`src/rtl/noc_pe_interface_if.sv`:
```
// Handshake bundle between a PE, its network interface and the HNoC port.
// The slave modport is the network interface's view; master is the surrounding PE/NoC.
interface noc_pe_interface_if #(
  parameter int DataWidth = 32,
  parameter int AddrWidth = 4
);
  localparam int FlitWidth = DataWidth + AddrWidth;

  logic [DataWidth-1:0] i_pe_tx_data;
  logic [AddrWidth-1:0] i_pe_tx_dest;
  logic                 i_pe_tx_valid;
  logic                 o_pe_tx_ready;

  logic [FlitWidth-1:0] o_noc_data;
  logic                 o_noc_valid;
  logic                 i_noc_ready;

  logic [FlitWidth-1:0] i_noc_data;
  logic                 i_noc_valid;
  logic                 o_noc_ready;

  logic [DataWidth-1:0] o_pe_rx_data;
  logic                 o_pe_rx_valid;
  logic                 i_pe_rx_ready;

  logic                 o_err_self;
  logic                 o_err_misroute;

  modport slave (
    input  i_pe_tx_data, i_pe_tx_dest, i_pe_tx_valid, i_noc_ready,
    input  i_noc_data, i_noc_valid, i_pe_rx_ready,
    output o_pe_tx_ready, o_noc_data, o_noc_valid, o_noc_ready,
    output o_pe_rx_data, o_pe_rx_valid, o_err_self, o_err_misroute
  );

  modport master (
    output i_pe_tx_data, i_pe_tx_dest, i_pe_tx_valid, i_noc_ready,
    output i_noc_data, i_noc_valid, i_pe_rx_ready,
    input  o_pe_tx_ready, o_noc_data, o_noc_valid, o_noc_ready,
    input  o_pe_rx_data, o_pe_rx_valid, o_err_self, o_err_misroute
  );
endinterface

```
`src/rtl/noc_pe_interface.sv`:
```
// Per-PE network interface: packs/filters flits through TX and RX FIFOs.
// Define NI_STATS_EN to add the 16-bit o_tx_count / o_rx_count traffic counters.
module NiFifo #(
  parameter int Width = 8,
  parameter int Depth = 4
) (
  input  logic             i_clk,
  input  logic             i_reset,
  input  logic             i_wr_valid,
  output logic             o_wr_ready,
  input  logic [Width-1:0] i_wr_data,
  output logic             o_rd_valid,
  input  logic             i_rd_ready,
  output logic [Width-1:0] o_rd_data
);
  localparam int PtrW = $clog2(Depth);
  localparam int CntW = PtrW + 1;

  logic [Width-1:0] r_mem [Depth];
  logic [PtrW-1:0]  r_wr_ptr;
  logic [PtrW-1:0]  r_rd_ptr;
  logic [CntW-1:0]  r_count;
  logic             w_wr;
  logic             w_rd;

  // Flags come only from the registered count, so ready never depends on the reader.
  assign o_wr_ready = (r_count != CntW'(Depth));
  assign o_rd_valid = (r_count != '0);
  assign o_rd_data  = r_mem[r_rd_ptr];
  assign w_wr       = i_wr_valid && o_wr_ready;
  assign w_rd       = o_rd_valid && i_rd_ready;

  always_ff @(posedge i_clk or negedge i_reset) begin
    if (!i_reset) begin
      r_wr_ptr <= '0;
      r_rd_ptr <= '0;
      r_count  <= '0;
      for (int i = 0; i < Depth; i++) r_mem[i] <= '0;
    end else begin
      if (w_wr) begin
        r_mem[r_wr_ptr] <= i_wr_data;
        r_wr_ptr        <= r_wr_ptr + PtrW'(1);
      end
      if (w_rd) r_rd_ptr <= r_rd_ptr + PtrW'(1);
      case ({w_wr, w_rd})
        2'b10:   r_count <= r_count + CntW'(1);
        2'b01:   r_count <= r_count - CntW'(1);
        default: r_count <= r_count;
      endcase
    end
  end
endmodule

module noc_pe_interface #(
  parameter int DataWidth = 32,
  parameter int AddrWidth = 4,
  parameter int FifoDepth = 4,
  parameter int PeId      = 0
) (
  input  logic                   i_clk,
  input  logic                   i_reset,
  noc_pe_interface_if.slave      ni
`ifdef NI_STATS_EN
  ,
  output logic [15:0]            o_tx_count,
  output logic [15:0]            o_rx_count
`endif
);
  localparam int                   FlitWidth = DataWidth + AddrWidth;
  localparam logic [AddrWidth-1:0] LpPeId    = AddrWidth'(PeId);

  logic                 w_tx_fwd;
  logic                 w_tx_self;
  logic [AddrWidth-1:0] w_rx_addr;
  logic                 w_rx_accept;
  logic                 w_rx_local;
  logic                 r_err_self;
  logic                 r_err_misroute;

  // Self-addressed packets still complete the PE handshake but never enter the FIFO.
  assign w_tx_fwd  = ni.i_pe_tx_valid && (ni.i_pe_tx_dest != LpPeId);
  assign w_tx_self = ni.i_pe_tx_valid && ni.o_pe_tx_ready && (ni.i_pe_tx_dest == LpPeId);

  NiFifo #(.Width(FlitWidth), .Depth(FifoDepth)) u_tx_fifo (
    .i_clk      (i_clk),
    .i_reset    (i_reset),
    .i_wr_valid (w_tx_fwd),
    .o_wr_ready (ni.o_pe_tx_ready),
    .i_wr_data  ({ni.i_pe_tx_dest, ni.i_pe_tx_data}),
    .o_rd_valid (ni.o_noc_valid),
    .i_rd_ready (ni.i_noc_ready),
    .o_rd_data  (ni.o_noc_data)
  );

  assign w_rx_addr   = ni.i_noc_data[FlitWidth-1 -: AddrWidth];
  assign w_rx_local  = ni.i_noc_valid && (w_rx_addr == LpPeId);
  assign w_rx_accept = ni.i_noc_valid && ni.o_noc_ready;

  NiFifo #(.Width(DataWidth), .Depth(FifoDepth)) u_rx_fifo (
    .i_clk      (i_clk),
    .i_reset    (i_reset),
    .i_wr_valid (w_rx_local),
    .o_wr_ready (ni.o_noc_ready),
    .i_wr_data  (ni.i_noc_data[DataWidth-1:0]),
    .o_rd_valid (ni.o_pe_rx_valid),
    .i_rd_ready (ni.i_pe_rx_ready),
    .o_rd_data  (ni.o_pe_rx_data)
  );

  always_ff @(posedge i_clk or negedge i_reset) begin
    if (!i_reset) begin
      r_err_self     <= 1'b0;
      r_err_misroute <= 1'b0;
    end else begin
      if (w_tx_self) r_err_self <= 1'b1;
      if (w_rx_accept && (w_rx_addr != LpPeId)) r_err_misroute <= 1'b1;
    end
  end

  assign ni.o_err_self     = r_err_self;
  assign ni.o_err_misroute = r_err_misroute;

`ifdef NI_STATS_EN
  logic [15:0] r_tx_count;
  logic [15:0] r_rx_count;

  always_ff @(posedge i_clk or negedge i_reset) begin
    if (!i_reset) begin
      r_tx_count <= '0;
      r_rx_count <= '0;
    end else begin
      if (ni.o_noc_valid && ni.i_noc_ready)      r_tx_count <= r_tx_count + 16'd1;
      if (ni.o_pe_rx_valid && ni.i_pe_rx_ready)  r_rx_count <= r_rx_count + 16'd1;
    end
  end

  assign o_tx_count = r_tx_count;
  assign o_rx_count = r_rx_count;
`endif
endmodule

```
`src/flat_wrapper.sv`:
```
// flat-port wrapper written by rule: the top's interface ports become plain ports
module noc_pe_interface_flat 
#(
  parameter int DataWidth = 32,
  parameter int AddrWidth = 4,
  parameter int FifoDepth = 4,
  parameter int PeId      = 0
)
  (i_clk, i_reset, ni_i_pe_tx_data, ni_i_pe_tx_dest, ni_i_pe_tx_valid, ni_i_noc_ready, ni_i_noc_data, ni_i_noc_valid, ni_i_pe_rx_ready, ni_o_pe_tx_ready, ni_o_noc_data, ni_o_noc_valid, ni_o_noc_ready, ni_o_pe_rx_data, ni_o_pe_rx_valid, ni_o_err_self, ni_o_err_misroute);
  noc_pe_interface_if #(.DataWidth(DataWidth), .AddrWidth(AddrWidth)) ni_i ();
  input  logic i_clk;
  input  logic i_reset;
  input wire logic [$bits(ni_i.i_pe_tx_data)-1:0] ni_i_pe_tx_data;
  input wire logic [$bits(ni_i.i_pe_tx_dest)-1:0] ni_i_pe_tx_dest;
  input wire logic [$bits(ni_i.i_pe_tx_valid)-1:0] ni_i_pe_tx_valid;
  input wire logic [$bits(ni_i.i_noc_ready)-1:0] ni_i_noc_ready;
  input wire logic [$bits(ni_i.i_noc_data)-1:0] ni_i_noc_data;
  input wire logic [$bits(ni_i.i_noc_valid)-1:0] ni_i_noc_valid;
  input wire logic [$bits(ni_i.i_pe_rx_ready)-1:0] ni_i_pe_rx_ready;
  output wire logic [$bits(ni_i.o_pe_tx_ready)-1:0] ni_o_pe_tx_ready;
  output wire logic [$bits(ni_i.o_noc_data)-1:0] ni_o_noc_data;
  output wire logic [$bits(ni_i.o_noc_valid)-1:0] ni_o_noc_valid;
  output wire logic [$bits(ni_i.o_noc_ready)-1:0] ni_o_noc_ready;
  output wire logic [$bits(ni_i.o_pe_rx_data)-1:0] ni_o_pe_rx_data;
  output wire logic [$bits(ni_i.o_pe_rx_valid)-1:0] ni_o_pe_rx_valid;
  output wire logic [$bits(ni_i.o_err_self)-1:0] ni_o_err_self;
  output wire logic [$bits(ni_i.o_err_misroute)-1:0] ni_o_err_misroute;
  assign ni_i.i_pe_tx_data = ni_i_pe_tx_data;
  assign ni_i.i_pe_tx_dest = ni_i_pe_tx_dest;
  assign ni_i.i_pe_tx_valid = ni_i_pe_tx_valid;
  assign ni_i.i_noc_ready = ni_i_noc_ready;
  assign ni_i.i_noc_data = ni_i_noc_data;
  assign ni_i.i_noc_valid = ni_i_noc_valid;
  assign ni_i.i_pe_rx_ready = ni_i_pe_rx_ready;
  assign ni_o_pe_tx_ready = ni_i.o_pe_tx_ready;
  assign ni_o_noc_data = ni_i.o_noc_data;
  assign ni_o_noc_valid = ni_i.o_noc_valid;
  assign ni_o_noc_ready = ni_i.o_noc_ready;
  assign ni_o_pe_rx_data = ni_i.o_pe_rx_data;
  assign ni_o_pe_rx_valid = ni_i.o_pe_rx_valid;
  assign ni_o_err_self = ni_i.o_err_self;
  assign ni_o_err_misroute = ni_i.o_err_misroute;
  noc_pe_interface #(.DataWidth(DataWidth), .AddrWidth(AddrWidth), .FifoDepth(FifoDepth), .PeId(PeId)) u_core (.i_clk(i_clk), .i_reset(i_reset), .ni(ni_i));
endmodule
```
`config.mk`:
```
export PLATFORM = sky130hd
export DESIGN_NAME = noc_pe_interface_flat
export DESIGN_NICKNAME = d
export VERILOG_FILES = /design/src/rtl/noc_pe_interface_if.sv /design/src/rtl/noc_pe_interface.sv /design/src/flat_wrapper.sv
export SDC_FILE = /design/constraint.sdc
export NUM_CORES = 1
export LEC_CHECK = 0
export CAP_MARGIN = 30
export CORE_MARGIN = 4
export CORE_UTILIZATION = 51
export DETAILED_ROUTE_END_ITERATION = 6
export GPL_TIMING_DRIVEN = 1
export PLACE_DENSITY_LB_ADDON = 0.1
export SYNTH_ARGS = -nofsm -noshare
export SYNTH_HDL_FRONTEND = slang
export SYNTH_SLANG_ARGS = --single-unit
export TNS_END_PERCENT = 10
```
`constraint.sdc`:
```
create_clock -name i_clk -period 2.15 [get_ports i_clk]
set_input_delay 0.43 -clock i_clk [delete_from_list [all_inputs] [get_ports i_clk]]
set_output_delay 0.43 -clock i_clk [all_outputs]
set_load 0.05 [all_outputs]
```
==> results.cfg, run 1 <==
[layout]
layout-drive-gt1-share_pct = 56.2
diodes = 0
area_growth_syn_to_layout_pct = 31.4
fin_util_pct = 68.7
fin_area_um2 = 16800
fillers = 1602
nets = 1030

[floorplan]
die_y_um = 166
coreArea_um2 = 24500
rows = 57
dieArea_um2 = 27700
die_x_um = 166
start_util_pct = 52.3
ios = 152

[placed_design]
dpl-instance-area_um2 = 15500
gp_congestion = 0.784
dp_hpwl_um = 18600
port_buffers = 151

[drt]
dr_total_vias = 7127
ant_nets = 0
avgViaCountPerCell = 5.54
dr.first_iter.drc_count = 318
drc = 0
avgRoutedWirePerCell_um = 21.6
first_pass_iters = 4
wl_um = 27800

[timing]
period_share_pct = 110
max_slew.worst_pin.slew_ps = 579
period_needed_ps = 2360
max_slew_margin_pct = 61.4
final.setup_skew_ps = 20.3
hold_violations = 0
max_freq_ghz = 0.424
setup_viol = 68
rsz0062_at_grt = yes
finalSetupTns_ps = -12260
fin_ws_ps = -211
slew_violations = 0

[yosys]
synth_area_per_cell_um2 = 17.3
ys_warn_count = 0
ys_top_cells_by_area = dfrtp_1 56%, mux2_2 23%, mux4_2 12%, nand4_4 1.3%, buf_6 1.1%
synth_fp_nets = 827
mappedNetlistArea_um2 = 12800
netlist_instances = 737
ys_types = 28
synth_common_cells = 288 x dfrtp_1, 258 x mux2_2, 68 x mux4_2, 12 x buf_4, 12 x buf_6
synth_most_common_cell = dfrtp_1
synth_top_cell_by_area = dfrtp_1
netlist.area_leader.share_pct = 56.4
synth_enable_flop_cells = 0
synth_top_flop_cell = dfrtp_1
ys_seq_elements = 288
async_reset_ff_share_pct = 100
seq_area_frac_synth_pct = 56.4

[worst_setup_path]
worstPathArrival_ps = 1930
crit_chain = buf_6 > buf_12 > mux4_2 > buf_12
cp_slowest_cell = mux4_2
crit_type = reg2out
start_kind = flop
cp_top_family = multiplexers
cp_max_fo = 8
reg2regPathDepth = 8
crit_cells = 4
crit_path_max_incr_delay_ps = 560
end_kind = output port
critical_path_buf_inv_count = 3
required_ps = 1720
cp_common_cell = buf_12

[clocking]
cts_sinks = 288
root_buffer = clkbuf_16
clock_path_buffers = 3
insertion_delay_ps = 550
h-tree-depth = 1
clkTransAtPathRegs_ps = 60
cts_tree = yes
cts_buffers = 30

[run_status]
violations = negative setup slack
status = finished, violations left

[global_routing]
grt_max_degree = 69
grt.total_usage_pct = 19.9
antenna_found_initial = 0
grt_pass1_wl_um = 44900
overflow = 0
first_global_vias = 8317

[run]
maxCapViolCount = 0

[power]
vdd_drop_max_mv = 1.07
power_density_nw_per_um2 = 1740
leakage_nw = 7.52

[hold_path]
min_path_type = in2async
[sequential cells by signal, indices dropped and copies added (netlist names)]
register,cells
u_core.u_rx_fifo.r_count,3
u_core.u_rx_fifo.r_mem,128
u_core.u_tx_fifo.r_count,3
u_core.u_tx_fifo.r_mem,144
u_core.u_tx_fifo.r_rd_ptr,2
u_core.u_rx_fifo.r_rd_ptr,2
u_core.u_rx_fifo.r_wr_ptr,2
u_core.ni.o_err_misroute,1
u_core.u_tx_fifo.r_wr_ptr,2
u_core.ni.o_err_self,1
[kinds of logic (layout without fill, tap and decap cells)]
group	Yosys count	after routing	share of synthesized area [%]
multiplexers	343	343	36.4
XOR/XNOR	12	12	0.822
flip-flops	288	288	56.4
AO/OA/AOI/OAI	5	5	0.294
buffers and inverters	54	280	2.73
adder cells (fa/ha/maj)	12	12	1.29
AND/OR/NAND/NOR	23	23	2.07
[stage by stage]
stage / total power, W / setup WS (ps) / hold WS [ps] / std cells
global placement: 0.0230 / -384 / 435 / 1224
detailed placement: 0.0235 / -411 / 448 / 1224
CTS: 0.0292 / -281 / 468 / 1280
global route: 0.0306 / -262 / 507 / 1287
finish: 0.0292 / -211 / 475 / 1287
floorplan: 0.0180 / -23.6 / 134 / 737
[final timing paths]
path	to	slack [ps]	startpoint
max in group asynchronous	u_core.u_rx_fifo.r_mem[19]	960	i_reset
setup / recovery	ni_o_noc_data[34]	-210	u_core.u_tx_fifo.r_rd_ptr[0]
min in group i_clk	u_core.u_tx_fifo.r_mem[26]	490	u_core.u_tx_fifo.r_mem[26]
hold / removal	u_core.u_tx_fifo.r_mem[27]	480	i_reset
hold reg to reg	u_core.u_tx_fifo.r_mem[26]	490	u_core.u_tx_fifo.r_mem[26]
setup reg to reg	u_core.u_rx_fifo.r_count[2]	90	u_core.u_rx_fifo.r_count[0]
[routing by layer]
layer  share of wire, %  GRT usage, %  vias to the layer above
met2                 54          36.5                      140
met4                1.5          3.91                        0
met5                  0             0                        -
met1                 39          24.3                     3797
met3                5.3          4.71                       32
li1                   -             -                     3158
[power by group]
group / total [W] / internal (W) / switching [W]
logic: 0.0152 / 0.00770 / 0.00748
registers: 0.00888 / 0.00769 / 0.00118
clock network: 0.00519 / 0.00311 / 0.00208
[cell usage in the layout (no fill, tap or decap), types with 7 or more instances in the layout]
master,Yosys,layout
buf_12,0,69
buf_4,12,33
buf_6,12,29
clkbuf_16,0,35
clkbuf_8,0,7
clkdlybuf4s50_1,0,76
dfrtp_1,288,283
ha_1,10,8
inv_1,10,10
mux2_1,8,8
mux2_2,258,258
mux2_4,8,8
mux4_2,68,68
nand4_4,8,8
[final cells by class]
class                      instances  area, um^2  share of cell area (%)
timing repair buffer             215        2860                    17.0
clock inverter                    11         116                   0.693
tap                              324         405                    2.41
multi-input combinational        395        5270                    31.4
clock buffer                      44         895                    5.33
inverter                          10        37.5                   0.223
sequential                       288        7210                    42.9
[repair_timing]
item,4_1_cts,5_1_grt
gates cloned,0,5
pin swaps,1,0
hold endpoints to repair,57,0
hold buffers,1,0
setup buffers,0,2
setup endpoints to repair,72,71
gates resized for setup,33,5
(Power assumes the default switching activity.)
==> inputs of run 2 (changes only) <==
TNS_END_PERCENT = not set   (was 10)
==> results.cfg, run 2 (synthesis gave the netlist of run 1 again) <==
[run_status]
status = finished, violations left
violations = negative setup slack

[layout]
fin_area_um2 = 16900
layout-drive-gt1-share_pct = 56.5
area_growth_syn_to_layout_pct = 32.0
final_cell_mix = 285 x dfrtp_1, 258 x mux2_2, 75 x clkdlybuf4s50_1
largest_register = u_core.u_tx_fifo.r_mem
largestRegisters = u_core.u_tx_fifo.r_mem: 144 flops, u_core.u_rx_fifo.r_mem: 128 flops
final_common_cell = dfrtp_1
largest_register_ffs = 144
diodes = 0
nets = 1042

[floorplan]
ios = 152
coreArea_um2 = 24500
die_x_um = 166
start_util_pct = 52.3
rows = 57
dieArea_um2 = 27700
die_y_um = 166

[clocking]
insertion_delay_ps = 550
clkTransAtPathRegs_ps = 60
root_buffer = clkbuf_16
cts_sinks = 288
h-tree-depth = 1
cts_tree = yes
cts_buffers = 30
clock_path_buffers = 3

[global_routing]
first_global_vias = 8294
grt_max_degree = 67
overflow = 0
grt.total_usage_pct = 20.4
antenna_found_initial = 0
grt_pass1_wl_um = 45400

[hold_path]
worstHoldStart = ni_i_pe_tx_dest[3]
min_path_type = in2reg

[timing]
rsz0062_at_grt = yes
period_needed_ps = 2390
max_freq_ghz = 0.419
period_share_pct = 111
final.setup_skew_ps = 11.5
fin_ws_ps = -237
slew_violations = 0
finalSetupTns_ps = -13250
max_slew_margin_pct = 67.4
hold_violations = 0
max_slew.worst_pin.slew_ps = 492
setup_viol = 68

[worst_setup_path]
cp_max_fo = 5
crit_start = u_core.u_tx_fifo.r_rd_ptr[0]
crit_type = reg2out
required_ps = 1720
r2r-start = u_core.u_rx_fifo.r_count[1]
crit_path_max_incr_delay_ps = 530
worstPathArrival_ps = 1960
start_kind = flop
cp_slowest_cell = mux4_2
crit_chain = buf_4 > clkbuf_16 > mux4_2 > buf_12
end_kind = output port

[placed_design]
dpl-instance-area_um2 = 15500
gp_congestion = 0.769
dp_hpwl_um = 18900
port_buffers = 151

[power]
leakage_nw = 7.60
vdd_drop_max_mv = 1.09
power_density_nw_per_um2 = 1750

[drt]
dr.first_iter.drc_count = 257
first_pass_iters = 4
drc = 0
avgRoutedWirePerCell_um = 21.7
ant_nets = 0
dr_total_vias = 7206
wl_um = 28100
avgViaCountPerCell = 5.56

[run]
maxCapViolCount = 0
[run 2: cell count changes in the layout (fill, tap and decap cells not counted), moves of 3 or more]
cell / before / now
clkinvlp_4: 3 / 0
buf_8: 1 / 5
buf_12: 69 / 65
buf_4: 33 / 47
clkbuf_8: 7 / 10
[run 2: path summary, 6_finish.rpt]
kind                                           endpoint  slack [ps]  depth (start not counted)
max in group asynchronous  u_core.u_rx_fifo.r_rd_ptr[0]        1020                          3
min in group asynchronous    u_core.u_tx_fifo.r_mem[99]         400                          2
hold / removal              u_core.u_tx_fifo.r_mem[143]         270                          2
hold reg to reg                u_core.ni.o_err_misroute         480                          1
setup / recovery                      ni_o_noc_data[25]        -240                          4
setup reg to reg            u_core.u_rx_fifo.r_count[2]         110                          8
[run 2: per-layer routing]
| metal | share of wire, % | routed length, um | track usage, % |
|---|---|---|---|
| met1 | 39 | 11100 | 24.8 |
| met2 | 53 | 15000 | 36.9 |
| met3 | 5.5 | 1550 | 5.21 |
| met4 | 1.7 | 466 | 4.30 |
| met5 | 0 | 0 | 0 |
[run 2: cell type report]
cell class	count	area, um^2
Sequential cell	288	7210
Clock buffer	45	928
Timing Repair Buffer	227	2930
Multi-Input combinational cell	395	5270
Inverter	10	37.5
Clock inverter	8	90.1
Fill cell	1604	7590
Tap cell	324	405
[run 2: metrics by stage]
step	utilization (%)	instances	hold slack (ps)	total power [W]	worst slack, ps
after floorplan	-	737	134	0.0180	-23.6
after global placement	63.3	1226	373	0.0230	-414
after detailed placement	63.3	1226	377	0.0236	-481
after CTS	68.5	1289	393	0.0297	-263
after global routing	69.0	1297	294	0.0310	-295
final	69.0	1297	266	0.0296	-237
[run 2: worst max-delay path, delay by kind of cell, from the launching register on]
family	cells	cell delay, ps
buf+inv	3	490
mux	1	530
flops	1	400
[run 2: power breakdown]
part | leakage, nW | total [W] | switching [W] | internal (W)
registers | 3.61 | 0.00887 | 0.00118 | 0.00769
clock network | 0.510 | 0.00522 | 0.00203 | 0.00319
logic | 3.48 | 0.0155 | 0.00761 | 0.00788
total | 7.60 | 0.0296 | 0.0108 | 0.0188
[run 2: repair_timing]
action / 4_1_cts / 5_1_grt
buffers inserted: 6 / 6
endpoints found under the setup margin: 72 / 72
hold buffers: 1 / 0
pin swaps: 0 / 4
cloned: 3 / 3
hold endpoints to repair: 49 / 0
resized for setup: 37 / 8
==> inputs of run 3 (changes only) <==
CAP_MARGIN = not set   (was 30)
clock period = 2 ns   (was 2.15 ns; I/O delays follow)
==> results.cfg, run 3 (synthesis gave the netlist of run 1 again) <==
[floorplan]
coreArea_um2 = 24500
ios = 152
dieArea_um2 = 27700
start_util_pct = 52.3
rows = 57
die_x_um = 166
die_y_um = 166

[worst_setup_path]
critical_path_buf_inv_count = 3
crit_type = reg2out
crit_start = u_core.u_rx_fifo.r_rd_ptr[0]
reg2regPathDepth = 9
required_ps = 1600
reg2reg_slack_ps = 0
crit_cells = 4
crit_path_max_incr_delay_ps = 560
worstPathArrival_ps = 1960
r2r-start = u_core.u_tx_fifo.r_count[1]
cp_top_family = multiplexers
crit_chain = buf_12 > buf_12 > mux4_2 > buf_12
cp_slowest_cell = mux4_2
start_kind = flop
cp_max_fo = 8
end_kind = output port
rr_endpoint = u_core.u_tx_fifo.r_count[2]
cp_common_cell = buf_12
cp-endpoint = ni_o_pe_rx_data[18]

[clocking]
h-tree-depth = 1
cts_tree = yes
insertion_delay_ps = 540
cts_buffers = 30
root_buffer = clkbuf_16
cts_sinks = 288
clock_path_buffers = 3
clkTransAtPathRegs_ps = 60

[placed_design]
dp_hpwl_um = 18900
dp_slack_ps = -608
gp_congestion = 0.781
dpl.cell_count = 1222
dpl-instance-area_um2 = 15500
port_buffers = 151

[layout]
fillers = 1559
fin_area_um2 = 17000
largest_register_ffs = 144
final_common_cell = dfrtp_1
stdcell_count = 1298
area_growth_syn_to_layout_pct = 33.3
final_cell_mix = 285 x dfrtp_1, 258 x mux2_2, 75 x clkdlybuf4s50_1
largest_register = u_core.u_tx_fifo.r_mem
regArea_um2 = 7210
multi_input_area_um2 = 5300
layout-drive-gt1-share_pct = 57.0
fin_util_pct = 69.7
largestRegisters = u_core.u_tx_fifo.r_mem: 144 flops, u_core.u_rx_fifo.r_mem: 128 flops
nets = 1041

[timing]
finalSetupTns_ps = -21490
period_share_pct = 118
max_slew_margin_pct = 63.7
rsz0062_at_grt = yes
slew_violations = 0
max_slew.worst_pin.slew_ps = 544
fin_ws_ps = -361
hold_violations = 0
period_needed_ps = 2360
setup_viol = 71
final.setup_skew_ps = 7.53
max_freq_ghz = 0.423

[drt]
drc = 0
ant_nets = 0
dr.first_iter.drc_count = 338
avgViaCountPerCell = 5.63
avgRoutedWirePerCell_um = 22.4
dr_total_vias = 7309
first_pass_iters = 4
wl_um = 29100

[hold_path]
min_path_type = in2reg

[power]
vdd_drop_max_mv = 1.33
power_density_nw_per_um2 = 1890
leakage_nw = 7.65

[global_routing]
grt_max_degree = 73
antenna_found_initial = 1
first_global_vias = 8493
overflow = 0
grt.total_usage_pct = 20.8
grt_pass1_wl_um = 46700

[run_status]
violations = negative setup slack
status = finished, violations left

[run]
maxCapViolCount = 0
-- run 3: cell count changes in the layout (fill, tap and decap cells not counted), sizes merged --
| cell | delta |
|---|---|
| diode | +1 |
| buf | -4 |
| bufinv | +3 |
| dlygate4sd2 | +1 |
| clkbuf | -1 |
| dlymetal6s2s | -1 |
| clkinv | +2 |
-- run 3: worst min path at each step --
stage	start	depth (start not counted)	endpoint	slack, ps
after CTS	ni_i_pe_tx_dest[1]	2	u_core.u_tx_fifo.r_mem[33]	340
after global placement	i_reset	1	u_core.u_tx_fifo.r_mem[135]	370
after detailed placement	i_reset	1	u_core.u_tx_fifo.r_mem[135]	380
after floorplan	i_reset	0	u_core.ni.o_err_misroute	100
after global routing	ni_i_pe_tx_dest[1]	2	u_core.u_tx_fifo.r_mem[69]	370
final	ni_i_pe_tx_dest[1]	2	u_core.u_tx_fifo.r_mem[33]	360
-- run 3: worst register-to-register path, stage by stage, from the launching register on --
cell and delay [ps]:
dfrtp_1 380, or3b_4 430, buf_6 140, nand3_4 80
ha_4 140, inv_2 40, fa_2 330, xor2_1 150
nor2_1 110, xor2_1 150
-- run 3: what timing repair did --
item                       CTS  global route
cloned                       1             7
pin swaps                    8             7
setup buffers                9             3
hold buffers                 1             0
setup endpoints to repair   76           115
hold endpoints to repair    58             0
gates resized for setup     49             3
-- run 3: area by class of cell --
cell class | count | share of cell area [%]
diodes | 1 | 0.0147
clock buffers | 41 | 5.07
repair buffers | 226 | 17.8
flip-flops and latches | 288 | 42.3
multi-input cells | 395 | 31.1
well taps | 324 | 2.38
inverters | 10 | 0.220
clock inverters | 13 | 1.14
-- run 3: per-stage QoR --
step / power, W / hold slack [ps]
after floorplan: 0.0194 / 104
after global placement: 0.0249 / 372
after detailed placement: 0.0255 / 384
after CTS: 0.0323 / 340
after global routing: 0.0336 / 367
final: 0.0321 / 365
-- run 3: layer usage --
layer  share of wire, %  up-vias  track usage (%)
met1                 39     3886             26.1
met4                3.1        0             6.08
li1                   -     3186                -
met2                 52      179             36.3
met3                5.4       58             4.88
met5                  0        -                0
-- run 3: where the power goes --
part           switching (W)  total [W]  leakage, nW  internal, W
combinational        0.00819     0.0167         3.51      0.00856
sequential           0.00127    0.00954         3.61      0.00827
clock                0.00222    0.00586        0.526      0.00364
total                 0.0117     0.0321         7.65       0.0205
